`config.mk`:
```
export PLATFORM = sky130hd
export DESIGN_NAME = free_index_manager
export DESIGN_NICKNAME = d
export VERILOG_FILES = /design/src/rtl/free_index_manager_pkg.sv /design/src/rtl/next_free_index_comb.sv /design/src/rtl/free_index_manager.sv
export SDC_FILE = /design/constraint.sdc
export NUM_CORES = 1
export LEC_CHECK = 0
export CORE_UTILIZATION = 55
export CTS_CLUSTER_SIZE = 28
export DETAILED_ROUTE_END_ITERATION = 12
export PLACE_DENSITY_LB_ADDON = 0.1
export SLEW_MARGIN = 5
export SYNTH_ARGS = -nofsm -noshare
export SYNTH_HDL_FRONTEND = slang
export SYNTH_SLANG_ARGS = --single-unit
```
`constraint.sdc`:
```
create_clock -name clk -period 9.55 [get_ports clk]
set_input_delay 1.91 -clock clk [delete_from_list [all_inputs] [get_ports clk]]
set_output_delay 1.91 -clock clk [all_outputs]
set_load 0.02 [all_outputs]
```
`src/rtl/free_index_manager_pkg.sv`:
```
// rtl/free_index_manager_pkg.sv - shared packet-buffer sizing constants and index type
//
// Purpose: single place where the packet buffer depth and the matching index
// type live, so the free-index manager and its clients agree on widths.
// Ports: none (package).

package free_index_manager_pkg;

  // Depth of the packet buffer served by the free-index manager.
  localparam int PKT_BUF_ENTRIES = 8;

  // Width of a buffer index at the default depth.
  localparam int PKT_IDX_W = $clog2(PKT_BUF_ENTRIES);

  typedef logic [PKT_IDX_W-1:0] pkt_idx_t;

endpackage

```
`src/rtl/next_free_index_comb.sv`:
```
// rtl/next_free_index_comb.sv - combinational priority encoder, highest set bit wins
//
// Purpose: picks the highest-numbered set bit of a bitmap.
// Ports:
//   bitmap  in   N   candidate bits (1 = free)
//   found   out  1   at least one bit of bitmap is set
//   index   out  W   position of the highest set bit; 0 when nothing is set

module next_free_index_comb #(
  parameter int N = 8,
  parameter int W = $clog2(N)
) (
  input  logic [N-1:0] bitmap,
  output logic         found,
  output logic [W-1:0] index
);

  // Ascending scan: later (higher) hits overwrite earlier ones.
  always_comb begin
    found = 1'b0;
    index = '0;
    for (int i = 0; i < N; i++) begin
      if (bitmap[i]) begin
        found = 1'b1;
        index = W'(i);
      end
    end
  end

endmodule

```
`src/rtl/free_index_manager.sv`:
```
// rtl/free_index_manager.sv - free-slot bitmap owner with allocate/release clients
//
// Purpose: keeps the free-slot bitmap of the packet buffer, offers the highest
// free index to the allocator through a valid/ready handshake, accepts index
// returns from the releaser and flags double-free / out-of-range releases.
// Ports:
//   clk              in   1              clock
//   rst              in   1              synchronous active-high reset
//   flush            in   1              pulse: every slot becomes free
//   alloc_valid      out  1              a free index is offered
//   alloc_index      out  IDX_W          offered index (held when !alloc_valid)
//   alloc_ready      in   1              allocator takes alloc_index this cycle
//   release_valid    in   1              return release_index to the pool
//   release_index    in   IDX_W          index being returned
//   free_count       out  IDX_W+1        number of free slots
//   free_bitmap      out  NUM_ENTRIES    bit i = 1 means slot i is free
//   err_double_free  out  1              pulse: released slot was already free
//   err_range        out  1              pulse: release_index >= NUM_ENTRIES

module free_index_manager
  import free_index_manager_pkg::*;
#(
  parameter int  NUM_ENTRIES = PKT_BUF_ENTRIES,
  localparam int IDX_W       = $clog2(NUM_ENTRIES)
) (
  input  logic                   clk,
  input  logic                   rst,
  input  logic                   flush,
  output logic                   alloc_valid,
  output logic [IDX_W-1:0]       alloc_index,
  input  logic                   alloc_ready,
  input  logic                   release_valid,
  input  logic [IDX_W-1:0]       release_index,
  output logic [IDX_W:0]         free_count,
  output logic [NUM_ENTRIES-1:0] free_bitmap,
  output logic                   err_double_free,
  output logic                   err_range
);

  localparam logic [IDX_W:0]   ENTRIES_C  = (IDX_W + 1)'(NUM_ENTRIES);
  localparam logic [IDX_W-1:0] TOP_IDX_C  = IDX_W'(NUM_ENTRIES - 1);

  function automatic logic [IDX_W:0] popcount(input logic [NUM_ENTRIES-1:0] bits);
    logic [IDX_W:0] n;
    n = '0;
    for (int i = 0; i < NUM_ENTRIES; i++) begin
      n = n + {{IDX_W{1'b0}}, bits[i]};
    end
    return n;
  endfunction

  logic                   take;
  logic                   release_oob;
  logic                   release_was_free;
  logic [NUM_ENTRIES-1:0] take_mask;
  logic [NUM_ENTRIES-1:0] release_mask;
  logic [NUM_ENTRIES-1:0] next_bitmap;
  logic                   next_dbl;
  logic                   next_rng;
  logic                   sel_found;
  logic [IDX_W-1:0]       sel_index;

  assign take        = alloc_valid && alloc_ready;
  // Widen by one bit so the comparison is meaningful for non-power-of-two depths.
  assign release_oob = {1'b0, release_index} >= ENTRIES_C;

  // One-hot decodes built by comparison so an out-of-range index simply
  // decodes to nothing instead of selecting a bit that does not exist.
  always_comb begin
    take_mask    = '0;
    release_mask = '0;
    for (int i = 0; i < NUM_ENTRIES; i++) begin
      take_mask[i]    = take && (alloc_index == IDX_W'(i));
      release_mask[i] = release_index == IDX_W'(i);
    end
  end

  assign release_was_free = |(free_bitmap & release_mask);

  always_comb begin
    next_bitmap = free_bitmap;
    next_dbl    = 1'b0;
    next_rng    = 1'b0;
    if (flush) begin
      next_bitmap = '1;
    end else begin
      next_bitmap = next_bitmap & ~take_mask;
      if (release_valid) begin
        if (release_oob) begin
          next_rng = 1'b1;
        end else if (release_was_free || (take && (release_index == alloc_index))) begin
          // A slot being handed out right now is still free in the current
          // bitmap, so returning it is a double-free; the allocation stands.
          next_dbl = 1'b1;
        end else begin
          next_bitmap = next_bitmap | release_mask;
        end
      end
    end
  end

  // Offer is chosen from next_bitmap so a slot taken this cycle is never
  // re-offered, and a slot released this cycle is offered next cycle.
  next_free_index_comb #(
    .N (NUM_ENTRIES),
    .W (IDX_W)
  ) u_next_free (
    .bitmap (next_bitmap),
    .found  (sel_found),
    .index  (sel_index)
  );

  always_ff @(posedge clk) begin
    if (rst) begin
      free_bitmap     <= '1;
      free_count      <= ENTRIES_C;
      alloc_valid     <= 1'b1;
      alloc_index     <= TOP_IDX_C;
      err_double_free <= 1'b0;
      err_range       <= 1'b0;
    end else begin
      free_bitmap     <= next_bitmap;
      free_count      <= popcount(next_bitmap);
      alloc_valid     <= sel_found;
      // Hold the last offer while empty; consumers ignore it without valid.
      if (sel_found) begin
        alloc_index <= sel_index;
      end
      err_double_free <= next_dbl;
      err_range       <= next_rng;
    end
  end

endmodule

```
After elaboration in Yosys (flattened, before gate mapping)

Index checks and enable logic that the tools add are counted.
Widths: inputs -> output; s select.

Register bits after elaboration: 17
Latch bits: 0
Memory bits (writable): 0
ROM bits: 0
Logic and storage cells: 66
Memories kept: 0

Add/subtract/negate cells: 7
Multiply operators: 0
Divide/modulo/power cells: 0
Order comparisons: 0
Eq/ne operators: 15
Shifts and indexed selects: 0
Mux-type cells: 19
Bitwise gates (word level): 5
Reduce and logical (&&, ||, !) cells: 15

Operators by type and width:

| cell               | number |
|---|---|
| $eq 3x3->1 const B | 8 |
| $mux 8             | 3 |
| $add 4x1->4        | 4 |
| $and 8x8->8        | 2 |
| $eq 3x2->1 const B | 4 |
| $mux 3             | 4 |
| $logic_and 1x1->1  | 10 |
| $mux 1             | 10 |
| $not 8->8          | 1 |
| $or 8x8->8         | 1 |
| $reduce_or 8->1    | 1 |
| $eq 3x1->1 const B | 2 |
| $logic_not 3->1    | 2 |
| $add 3x1->4        | 1 |
| $mux 2             | 2 |
| $add 2x1->3        | 1 |
| $eq 3x3->1         | 1 |
| $reduce_or 3->1    | 1 |
| $add 1x1->2        | 1 |
| $logic_or 1x1->1   | 1 |
| $not 1->1          | 1 |

Longest topological paths before layout

Word-level depth: 16
Mapped depth: 15
Mapped depth without buffers: 14

Modules after synthesis

From an unflattened synthesis, not the netlist that was laid out.

Cells, all modules: 131
Area total of the unflattened synthesis: 1163.6 µm²

Modules (own cells, without submodules):

| module               | instances | cells an instance | area an instance (µm²) | sequential area each (µm²) |
|---|---|---|---|---|
| free_index_manager   | 1         | 119               | 1106.1                 | 340.3 |
| next_free_index_comb | 1         | 12                | 57.6                   | 0.0 |

Worst setup path before layout

OpenSTA, ideal clock, no wires.

Path type: input -> register
From: input release_index[1]
To: register free_count[2]
Setup time: 0.114 ns
Arrival time: 5.212 ns
Setup slack: 4.224 ns
Cell stages on the path: 15
Buffers on the path: 1
Cell sequence: buf_4 nand2b_1 o21ai_0 or2_1 nor2_1 a221oi_1 fa_1 fa_1 fa_1 inv_1 ha_1 inv_1 fa_1 xor2_1 nor2_1

Word-level cells in the longest chain between the ends: 14

RTL lines:

| element                                  | line                      | RTL |
|---|---|---|
| from (decl)                              | free_index_manager.sv:33  | `input logic [IDX_W-1:0] release_index,` |
| $eq 3x1->1, or another cell as far along | free_index_manager.sv:74  | `release_mask[i] = release_index == IDX_W'(i);` |
| $and 8x8->8                              | free_index_manager.sv:78  | `assign release_was_free = \|(free_bitmap & release_mask);` |
| $reduce_or 8->1                          | free_index_manager.sv:78  |  |
| $logic_or 1x1->1                         | free_index_manager.sv:91  | `end else if (release_was_free \|\| (take && (release_index == alloc_index))) begin` |
| $mux 8 *                                 | free_index_manager.sv:91  |  |
| $mux 8 *                                 | free_index_manager.sv:88  | `if (release_valid) begin` |
| $mux 8 *                                 | free_index_manager.sv:84  | `if (flush) begin` |
| $add 1x1->2                              | free_index_manager.sv:47  | `n = n + {{IDX_W{1'b0}}, bits[i]};` |
| $add 2x1->3                              | free_index_manager.sv:47  |  |
| $add 3x1->4                              | free_index_manager.sv:47  |  |
| $add 4x1->4 (3 in series)                | free_index_manager.sv:47  |  |
| $add 4x1->4 *                            | free_index_manager.sv:47  |  |
| to (signal assigned)                     | free_index_manager.sv:123 | `free_count <= popcount(next_bitmap);` |
| to (decl)                                | free_index_manager.sv:34  | `output logic [IDX_W:0] free_count,` |

Every way passes the cells marked *; elsewhere a longest branch is shown, timed or not.
A chain may end at the register's enable or synchronous reset.

Final worst setup path

From: input release_index[0]
To: register free_count[2]

The elaborated chain is that of the path after synthesis.

==> results.md <==
- Mapped Area: 1290 um^2
- Antenna cell count: 0
- Mapped Cells: 153
- CTS tree: built
- Synth unique cells: 55
- Seq cells post-synth: 17
- Placed inst area: 1510 um^2
- Post-CTS Setup Repair Bufs: 0
- Leak: 0.598 nW
- Crit path max-delay family: adder cells
- Least-Margin Pin Slew: 0.593 ns
- Clock Sinks: 17
- Sw Ratio: 0.288
- Pins over their slew limit: 0
- Most common cell after layout, fill and taps aside: clkdlybuf4s50_1
- Largest net degree at the start of global routing: 15
- Fin cells: 200
- 1st-iter DRT viols: 45
- Core area: 2210 um^2
- Rows: 17
- Area growth syn-to-layout: 18.9%
- Register area share after synthesis: 0.263
- Logic pwr share: 0.209
- Final period util: 0.631
- Final min period: 6.03 ns
- CP required: 9.72 ns
- Final setup fails: 0
- Worst skew pair latency: 0.30 ns
- Total power divided by cell area: 93.5 nW/um^2
- DRT Wirelength: 3020 um
- Worst hold path type: reg2reg
- Total CTS buffers: 3
- Max-cap violations: 0
- Syn avg cell area: 8.45 um^2
- Placed Cells: 196
- Post-Syn Nets: 169
- Final nets: 189
- Post-synth EDFFs: 0
- Initial core utilization: 0.584
- Setup CP Type: in2reg
- Longest Clk Path Bufs: 2
- Die Y: 50.5 um
- Clock group share of total power: 0.273
- CP Launch Type: primary input
- Vias per cell: 5.97
- Post-synth top area cell: dfxtp_1
- Root buf cell: clkbuf_4
- Synth Flop Type: dfxtp_1
- CP max FO: 14
- Max stage delay on crit path: 0.62 ns
- Total negative slack: 0 ns
- Critical Path End Type: register
- Port bufs: 24
- Syn. warnings: 0
- Crit path DAT: 6.20 ns
- Fin. Hold Viols: 0
- CTS Hold Bufs: 0
- Yosys top cell area share: 0.263
- Sequential power share: 0.519
- RSZ-0062 raised after global routing: no
- Slowest cell on crit path: clkdlybuf4s50_1
- All-layer global routing usage: 0.268
- Post-layout util: 0.695
- Die width: 50.5 um
- Ratio of cells with drive above 1 in the final layout: 0.0581
- DRC viols: 0
- FMAX: 166 MHz
- Worst path cell trace: clkdlybuf4s50_1, xnor2_1, nand4_1, o31ai_1, nor2_1, a221oi_1, fa_1, fa_1, fa_1, inv_1, ha_1, inv_1, fa_1, xor2_1, nor2_1
- Worst rel slew slack: 0.601
- Detail Route Antenna Nets: 0
- GR Overflow Total: 0
- Cts repair resizes: 0
- First-pass GRT wire length: 5060 um
- Worst path bufs/invs: 3
- Clock skew after layout: 0.00819 ns
- Psw: 0.0413 mW
- Ports: 26
- Async S/R FF share, synth: 0
- Reg clk slew, reported paths: 0.10 ns
- Most frequent cells in the layout: 24 x clkdlybuf4s50_1, 17 x dfxtp_1, 12 x nor2_1, 12 x inv_1, 10 x nand2_1
- DR WL/cell: 15.1 um
- Status: finished, final reports clean
- H-Tree Depth: 1
- Initial antenna violation count: 0
- Final Wtd Congestion: 0.936
- Synth top area cells: dfxtp_1 26%, fa_1 6.2%, nand2b_1 4.4%, ha_1 3.9%, inv_1 3.5%
- Internal power: 0.102 mW
- Die area: 2550 um^2
- Vias in the first global route: 1,179
- Total number of vias: 1,193
- Pre-antenna DRT Iters: 4
- VDD IR max: 0.0983 mV
- Final Instance Area: 1540 um^2
- Crit path top cell by count: fa_1
- DP Wirelength: 2310 um
==> cell usage after synthesis (2+ instances only) <==
library cell	number
o31ai_1	2
nor2b_1	5
dfxtp_1	17
or3b_1	2
a41oi_1	2
nor3_1	5
and2_1	2
xnor2_1	2
mux2i_1	4
nor2_1	12
a211oi_1	2
ha_1	4
o21ai_0	4
a31oi_1	3
a21o_1	4
nand2_1	10
nand3_1	3
buf_2	3
inv_1	12
buf_4	3
a21oi_1	3
nand2b_1	9
a221oi_1	2
a22o_1	2
fa_1	4
nor4_1	3
==> metrics by stage <==
stage	hold WS (ns)	worst slack, ns	total power [mW]
final	0.620	3.52	0.144
after global routing	0.694	3.35	0.152
after CTS	0.615	3.53	0.144
after detailed placement	0.590	3.23	0.106
after global placement	0.596	3.37	0.105
after floorplan	0.654	4.22	0.0958
==> logic make-up after synthesis <==
group	count (synthesis)	share of synthesized area
DFF	17	0.263
other	1	0.00290
buffers and inverters	21	0.0794
xor gates and xnor gates	4	0.0329
AOI/OAI and AO/OA	34	0.212
adders and majority gates	8	0.101
muxes	5	0.0397
and+or+nand+nor	63	0.269
==> power groups by stage <==
stage / logic [mW] / clock network (mW) / registers [mW]
4_1_cts: 0.0299 / 0.0397 / 0.0745
6_report: 0.0300 / 0.0392 / 0.0745
5_1_grt: 0.0325 / 0.0442 / 0.0749
3_3_place_gp: 0.0291 / 0 / 0.0762
3_5_place_dp: 0.0297 / 0 / 0.0761
2_1_floorplan: 0.0180 / 0 / 0.0778
==> cell type report <==
class | count | area [um^2]
fill | 193 | 676
sequential | 17 | 340
multi-input combinational | 115 | 850
inverter | 12 | 45.0
clock buffer | 4 | 26.3
timing repair buffer | 24 | 240
tap | 28 | 35.0
==> routing by layer <==
| metal | vias up | GRT usage | part of all wire |
|---|---|---|---|
| li1 | 576 | - | - |
| met2 | 48 | 0.433 | 0.47 |
| met4 | 0 | 0.171 | 0.029 |
| met1 | 558 | 0.331 | 0.44 |
| met3 | 11 | 0.0364 | 0.056 |
| met5 | - | 0 | 0 |
==> worst paths after layout <==
kind | start | endpoint | slack, ns | depth (start not counted)
max | release_index[0] | free_count[2] | 3.52 | 15
min | free_bitmap[1] | free_bitmap[1] | 0.62 | 2
max reg2reg | alloc_index[0] | free_count[2] | 5.26 | 14
min reg2reg | free_bitmap[1] | free_bitmap[1] | 0.62 | 2
==> flip-flops by register name, indices dropped and copies added, names as in the netlist <==
| name | flops |
|---|---|
| err_double_free | 1 |
| alloc_index | 3 |
| alloc_valid | 1 |
| free_count | 4 |
| free_bitmap | 8 |
==> worst reg2reg max path: stages, from the launching register on <==
cell and delay [ns]:
dfxtp_1 0.65, xnor2_1 0.27, nand4_1 0.20, o31ai_1 0.11, nor2_1 0.10, a221oi_1 0.54, fa_1 0.52, fa_1 0.52
fa_1 0.42, inv_1 0.07, ha_1 0.16, inv_1 0.05, fa_1 0.37, xor2_1 0.15, nor2_1 0.05
No activity file was read; power rests on OpenSTA's default activity.
